File: src/rtl/isw_rand_pkg.sv
// -----------------------------------------------------------------------------
// isw_rand_pkg
// Shared definitions for the fresh-randomness source that feeds the 3-share
// ISW masked AND gadget: FSM state encoding, LFSR defaults, and the single
// Fibonacci LFSR step used by the combinational 3-step advance.
// -----------------------------------------------------------------------------
package isw_rand_pkg;

    typedef enum logic [1:0] {
        ST_UNSEEDED = 2'd0,
        ST_WARMUP   = 2'd1,
        ST_RUN      = 2'd2
    } rs_state_t;

    localparam int          LFSR_W_DEF = 32;
    localparam logic [31:0] TAPS_DEF   = 32'h8020_0003;

    // Widest LFSR the step function supports; narrower states are carried
    // zero-extended so the upper bits never reach the feedback.
    localparam int LFSR_MAX_W = 64;

    // One step: fb = ^(s & taps); s' = {fb, s[w-1:1]}.
    // The feedback bit is placed with a shifted mask rather than an indexed
    // write so the function stays width-generic.
    function automatic logic [LFSR_MAX_W-1:0] lfsr_step(
        input logic [LFSR_MAX_W-1:0] s,
        input logic [LFSR_MAX_W-1:0] taps,
        input int                    w
    );
        logic                  fb;
        logic [LFSR_MAX_W-1:0] fb_mask;
        fb      = ^(s & taps);
        fb_mask = {{(LFSR_MAX_W-1){1'b0}}, fb} << (w - 1);
        return (s >> 1) | fb_mask;
    endfunction

endpackage

File: src/rtl/isw_rand_lfsr3.sv
// -----------------------------------------------------------------------------
// isw_rand_lfsr3
// Purely combinational 3-step advance of the Fibonacci LFSR (s -> s''').
// After the advance bits [2:0] hold the old bits [5:3], which have never been
// exposed on the random outputs.
// Ports:
//   cur  in   LFSR_W  current LFSR state
//   nxt  out  LFSR_W  state after three single steps
// -----------------------------------------------------------------------------
module isw_rand_lfsr3
    import isw_rand_pkg::*;
#(
    parameter int                LFSR_W = LFSR_W_DEF,
    parameter logic [LFSR_W-1:0] TAPS   = LFSR_W'(TAPS_DEF)
) (
    input  logic [LFSR_W-1:0] cur,
    output logic [LFSR_W-1:0] nxt
);

    logic [LFSR_MAX_W-1:0] s;
    logic [LFSR_MAX_W-1:0] t;

    always_comb begin
        s               = '0;
        t               = '0;
        s[LFSR_W-1:0]   = cur;
        t[LFSR_W-1:0]   = TAPS;
        s               = lfsr_step(s, t, LFSR_W);
        s               = lfsr_step(s, t, LFSR_W);
        s               = lfsr_step(s, t, LFSR_W);
        nxt             = s[LFSR_W-1:0];
    end

endmodule

File: src/rtl/isw_rand_source.sv
// -----------------------------------------------------------------------------
// isw_rand_source
// Fresh-randomness stage upstream of the 3-share ISW AND gadget. A seedable
// Fibonacci LFSR is warmed up after every seed load and then hands out one
// never-exposed bit triple (r01, r02, r12) per accepted valid/ready transfer.
// Ports:
//   clk         in   1       clock, rising edge
//   rst_n       in   1       asynchronous active-low reset
//   seed_valid  in   1       load seed_data at the next edge (beats everything)
//   seed_data   in   LFSR_W  seed value; zero is replaced by one
//   rnd_valid   out  1       triple on r01/r02/r12 is valid
//   rnd_ready   in   1       consumer accepts the triple
//   r01/r02/r12 out  1       state[0] / state[1] / state[2]
//   busy        out  1       warm-up in progress
// -----------------------------------------------------------------------------
module isw_rand_source
    import isw_rand_pkg::*;
#(
    parameter int                LFSR_W = LFSR_W_DEF,
    parameter logic [LFSR_W-1:0] TAPS   = LFSR_W'(TAPS_DEF),
    parameter int                WARMUP = 64
) (
    input  logic              clk,
    input  logic              rst_n,
    input  logic              seed_valid,
    input  logic [LFSR_W-1:0] seed_data,
    output logic              rnd_valid,
    input  logic              rnd_ready,
    output logic              r01,
    output logic              r02,
    output logic              r12,
    output logic              busy
);

    localparam int CNT_W = (WARMUP > 1) ? $clog2(WARMUP + 1) : 1;

    rs_state_t         fsm, fsm_nxt;
    logic [LFSR_W-1:0] state, state_nxt, state_adv;
    logic [CNT_W-1:0]  cnt, cnt_nxt;

    isw_rand_lfsr3 #(
        .LFSR_W (LFSR_W),
        .TAPS   (TAPS)
    ) u_lfsr3 (
        .cur (state),
        .nxt (state_adv)
    );

    always_ff @(posedge clk or negedge rst_n) begin
        if (!rst_n) begin
            fsm   <= ST_UNSEEDED;
            state <= '0;
            cnt   <= '0;
        end else begin
            fsm   <= fsm_nxt;
            state <= state_nxt;
            cnt   <= cnt_nxt;
        end
    end

    always_comb begin
        fsm_nxt   = fsm;
        state_nxt = state;
        cnt_nxt   = cnt;
        if (seed_valid) begin
            // Reseed wins over any pending handshake or warm-up advance;
            // a triple offered this cycle is not consumed.
            state_nxt = (seed_data == '0) ? LFSR_W'(1) : seed_data;
            cnt_nxt   = CNT_W'(WARMUP);
            fsm_nxt   = (WARMUP == 0) ? ST_RUN : ST_WARMUP;
        end else begin
            case (fsm)
                ST_WARMUP: begin
                    state_nxt = state_adv;
                    cnt_nxt   = cnt - CNT_W'(1);
                    if (cnt == CNT_W'(1)) begin
                        fsm_nxt = ST_RUN;
                    end
                end
                ST_RUN: begin
                    if (rnd_ready) begin
                        state_nxt = state_adv;
                    end
                end
                default: begin
                end
            endcase
        end
    end

    assign rnd_valid = (fsm == ST_RUN);
    assign busy      = (fsm == ST_WARMUP);
    assign r01       = state[0];
    assign r02       = state[1];
    assign r12       = state[2];

endmodule
File: config.mk
export PLATFORM = sky130hd
export DESIGN_NAME = isw_rand_source
export DESIGN_NICKNAME = d
export VERILOG_FILES = /design/src/rtl/isw_rand_pkg.sv /design/src/rtl/isw_rand_lfsr3.sv /design/src/rtl/isw_rand_source.sv
export SDC_FILE = /design/constraint.sdc
export NUM_CORES = 1
export LEC_CHECK = 0
export ABC_AREA = 1
export BUFFER_PORTS_ARGS = -buffer_cell sky130_fd_sc_hd__buf_2
export CORE_MARGIN = 8
export CORE_UTILIZATION = 30
export CTS_BUF_LIST = sky130_fd_sc_hd__clkbuf_2 sky130_fd_sc_hd__clkbuf_4 sky130_fd_sc_hd__clkbuf_8
export CTS_CLUSTER_SIZE = 12
export DETAILED_ROUTE_END_ITERATION = 10
export GPL_ROUTABILITY_DRIVEN = 0
export SLEW_MARGIN = 15
export SYNTH_ARGS = -nofsm -noshare
export SYNTH_HDL_FRONTEND = slang
export SYNTH_HIERARCHICAL = 1
export SYNTH_SLANG_ARGS = --single-unit
File: constraint.sdc
create_clock -name clk -period 2 [get_ports clk]
set_input_delay 0.4 -clock clk [delete_from_list [all_inputs] [get_ports clk]]
set_output_delay 0.4 -clock clk [all_outputs]
set_load 0.01 [all_outputs]
======== Yosys cells after proc, flatten, opt, wreduce, memory -nomap -nowiden ========
Cells that the tools add are included.
word-level totals
  register bits after elaboration ......... 41
  bits of input ports ..................... 36
  output and inout port bits .............. 5
  logic and storage cells ................. 29
operators by class
  add/subtract/negate cells ............... 1
  eq/ne operators ......................... 4
  multiplexer cells ....................... 9
  bitwise logic cells ..................... 3
  reduce and logical (&&, ||, !) cells .... 9
operators with widths
  kind                                                   count
  parity 64 bit                                          3
  2-to-1 mux 32 bit                                      3
  OR 31 x 32 -> 32 bit                                   3
  case mux 32 bit (2 select lines)                       1
  zero test 32 bit                                       1
  2-to-1 mux 7 bit                                       2
  equality test 7 x 1 -> 1 bit, second input constant    1
  subtractor 7 x 1 -> 7 bit, second input constant       1
  2-to-1 mux 2 bit                                       3
  AND reduction 2 bit                                    2
  nonzero test 2 bit                                     2
  inequality test 3 x 2 -> 1 bit, second input constant  1
  nonzero test 3 bit                                     1
  equality test 2 x 1 -> 1 bit, second input constant    1
  equality test 2 bit, second input constant             1

======== Longest topological paths before layout ========
  depth after elaboration ................. 9
  gate-level depth with buffers ........... 11
  mapped depth without buffers ............ 11

======== Hierarchy ========
Netlist, hierarchy kept.
by module, submodules not included
  module           times used  cells an instance  area an instance (um^2)
  isw_rand_source  1           262                2,058.2
  isw_rand_lfsr3   1           74                 410.4

======== Least setup slack after synthesis ========
Ideal clock, no wire load.
  path type ............................... input to register
  from .................................... input seed_valid
  to ...................................... register state[2]
  arrival time ............................ 1.188 ns
  required time ........................... 1.876 ns
  slack ................................... 0.689 ns
  stages on the path ...................... 8
  cell sequence ........................... buf_6 inv_2 nand2_2 a21oi_4 inv_2 buf_6 nor2_1 a21oi_1
on the way
  cells in the longest elaborated chain, start to end .. 2
  elaborated cells on any way between the ends .. 4
  those cells by class .................... eq/ne: 1; mux: 1; reduce/logical: 2
RTL lines
  item                                                                                   line                   RTL
  start, declared                                                                        isw_rand_source.sv:25  input logic seed_valid,
  inequality test 3 x 2 -> 1 bit (no source line) or nonzero test 3 bit (tied branches)  n/a
  AND reduction 2 bit (no source line)                                                   n/a
  end signal, assigned                                                                   isw_rand_source.sv:56  state <= state_nxt;
  end, declared                                                                          isw_rand_source.sv:38  logic [LFSR_W-1:0] state, state_nxt, state_adv;
Parallel ways exist; a longest one is shown, timed or not.
A chain may end at the register's enable or synchronous reset.

======== Worst setup path in the final report ========
  from .................................... register fsm[1]
  to ...................................... output busy
on the way
  cells in the longest elaborated chain, start to end .. 1
RTL lines
  item                          line                   RTL
  start, declared               isw_rand_source.sv:37  rs_state_t fsm, fsm_nxt;
  start signal, assigned        isw_rand_source.sv:55  fsm <= fsm_nxt;
  equality test 2 x 1 -> 1 bit  isw_rand_source.sv:92  assign busy = (fsm == ST_WARMUP);
  end, declared                 isw_rand_source.sv:32  output logic busy
Every way passes these cells.

==> impl_metrics.py <==
metrics = {
    "status": {
        "status": "complete, no violations",
    },
    "cells_and_area": {
        "drive_gt1_share_pct": 17.7,
        "final_cells": 450,
        "final_net_count": 383,
        "register_area_um2": 1030,
        "syn2layout_area_growth_pct": 5.32,
        "antenna_cells": 0,
        "nFillCells": 909,
        "multi_input_area_um2": 1040,
    },
    "sta": {
        "max_freq_mhz": 624,
        "finalSetupViolCount": 0,
        "skew_ns": 0.00429,
        "slew_headroom_pct": 63.7,
        "fin_crit_sh_pct": 80.1,
        "slew_violations": 0,
        "tightest_slew_ns": 0.543,
        "finalCriticalPeriod_ns": 1.60,
        "hold_viol": 0,
        "fin_setup_tns_ns": 0,
        "rsz0062_at_grt": "false",
    },
    "global_route": {
        "grt_max_degree": 42,
        "grt_overflow_total": 0,
        "grt_pass1_vias": 2112,
        "grt_pass1_wl_um": 10100,
        "gr-usage-met3_pct": 2.04,
        "track_usage_pct": 11.0,
        "antenna_found_initial": 0,
        "grt_util_met2_pct": 17.9,
        "use_met1_pct": 13.9,
        "grt-busiest-layer": "met2",
    },
    "worst_setup_path": {
        "crit_arrival_ns": 1.20,
        "crit_path_start_kind": "register",
        "r2r_cells": 7,
        "worst_setup_path_end_kind": "output pin",
        "path_class": "reg -> out",
        "crit_fanout": 7,
        "cp.required_ns": 1.60,
        "r2r_slack_ns": 0.54,
    },
    "clocking": {
        "clock_sinks": 41,
        "numCtsBuffers": 5,
        "cts_tree": "done",
        "clk_latency_ns": 0.29,
        "clk_path_buf_depth": 2,
        "clockRootBuffer": "clkbuf_8",
        "post-cts-setup-buffer-count": 0,
        "post_cts_resize_count": 0,
        "h-tree-depth": 2,
        "cts-hold-fix-buffers": 0,
        "clk_pin_slew_worst_paths_ns": 0.07,
    },
    "synthesis": {
        "postSynthAreaPerCell_um2": 7.35,
        "ys_types": 22,
        "postSynthCellCount": 336,
        "async_flop_share_pct": 100,
        "ys_top_cells_by_count": "nand2_1 (76), a21oi_1 (66), nor2_1 (59)",
        "syn-num-nets": 374,
        "yosysSeqAreaShare_pct": 41.6,
        "ys_ff_latch": 41,
        "netlist_top_cells_area": "dfrtp_1 (42%), a21oi_1 (13%), nand2_1 (12%)",
        "synth_edf_count": 0,
        "synth_most_common_cell": "nand2_1",
        "synth_warnings": 6,
        "syn_area_um2": 2470,
        "synth.largest_area_cell": "dfrtp_1",
        "synth.top_cell.area_share_pct": 41.6,
        "synth_ff_type": "dfrtp_1",
    },
    "power_and_ir_drop": {
        "peakVddDrop_v": 0.000244,
        "combPwrFrac_pct": 29.8,
        "report.power.total_mw": 2.45,
        "p_int_mw": 1.59,
        "p_seq_share_pct": 47.1,
        "clockPowerShare_pct": 23.1,
        "swShare_pct": 35.1,
        "power_density_nw_per_um2": 943,
        "p_leak_nw": 1.27,
        "p_sw_mw": 0.862,
    },
    "die": {
        "die_area_um2": 11400,
        "num_io_pins": 41,
        "die_w_um": 107,
        "rows": 33,
        "initial_core_util_pct": 30.5,
        "core_area_um2": 8090,
        "die_y_um": 107,
    },
    "route": {
        "final_antenna_net_count": 0,
        "avgRoutedWirePerCell_um": 13.3,
        "drt_iter0_drc": 122,
        "drc": 0,
        "totalWireLength_um": 6000,
        "drtPass1Iterations": 4,
        "viasPerCell": 4.59,
        "vias": 2067,
    },
    "placed_design": {
        "dp_hpwl_um": 4300,
        "dp.cells": 443,
        "numPortBuffers": 40,
    },
    "hold_path": {
        "hold_path_class": "in -> async",
    },
    "flow_run": {
        "cap_violations": 0,
    },
}
==> state kept, by name (all words and copies together) (netlist names) <==
| name | count |
|---|---|
| state | 32 |
| cnt | 7 |
| fsm | 2 |
==> worst max-delay path, stage by stage (launching register included) <==
cell,delay (ns)
dfrtp_1,0.37
inv_1,0.08
nand2_1,0.10
inv_1,0.18
buf_2,0.17
==> area by class of cell <==
| type | instances | area share, % |
|---|---|---|
| multi-input cells | 233 | 40.1 |
| repair buffers | 45 | 9.14 |
| clock buffers | 7 | 3.46 |
| well taps | 105 | 5.05 |
| flip-flops and latches | 41 | 39.5 |
| inverters | 19 | 2.74 |
==> kinds of logic (layout without fill, tap and decap cells) <==
kind of cell	count (synthesis)	after routing	share of synthesized area, %
adder cells (fa/ha/maj)	2	2	1.01
buffers and inverters	62	71	16.2
AND/OR/NAND/NOR	157	157	25.6
flip-flops	41	41	41.6
AO/OA/AOI/OAI	74	74	15.6
==> metrics by stage <==
step	setup slack [ns]	hold WS (ns)	area (µm²)	util, %
2_1_floorplan	0.689	0.104	2470	-
3_3_place_gp	0.586	0.480	2510	31.0
5_1_grt	0.284	0.215	2600	32.1
3_5_place_dp	0.549	0.490	2510	31.0
6_report	0.398	0.163	2600	32.1
4_1_cts	0.394	0.182	2600	32.1
==> metal layers <==
layer | wire (µm) | vias up
met2 | 2890 | 36
met3 | 202 | 7
li1 | - | 1070
met4 | 109 | 0
met1 | 2800 | 954
met5 | 0 | -
==> power groups by stage <==
stage          registers [mW]  logic, mW  clock network, mW
2_1_floorplan            1.14      0.727                  0
3_3_place_gp             1.16      0.711                  0
3_5_place_dp             1.17      0.737                  0
4_1_cts                  1.15      0.738              0.588
5_1_grt                  1.19      0.851              0.617
6_report                 1.16      0.731              0.566
==> layout by cell type (no fill, tap or decap) <==
cell type  count
nand2_1       76
nor3_1         2
dfrtp_1       41
a21oi_4        1
clkbuf_4       1
clkbuf_8       6
nand3b_1       1
buf_2         40
inv_1         16
a21oi_1       66
o21a_1         1
nand3_1        9
or2_1          1
nor2_1        59
inv_2          3
o22ai_1        1
ha_1           2
nor3b_1        1
nand4_1        3
o21ai_0        5
nand2_2        5
buf_4          5
==> final timing paths <==
check                              start        end
max reg2reg                       fsm[1]  state[20]
min in group clk           seed_data[16]  state[16]
min reg2reg                       fsm[0]     fsm[0]
max in group asynchronous          rst_n  state[15]
min                                rst_n     cnt[3]
max                               fsm[1]       busy
Power figures use the tool's default switching activity.
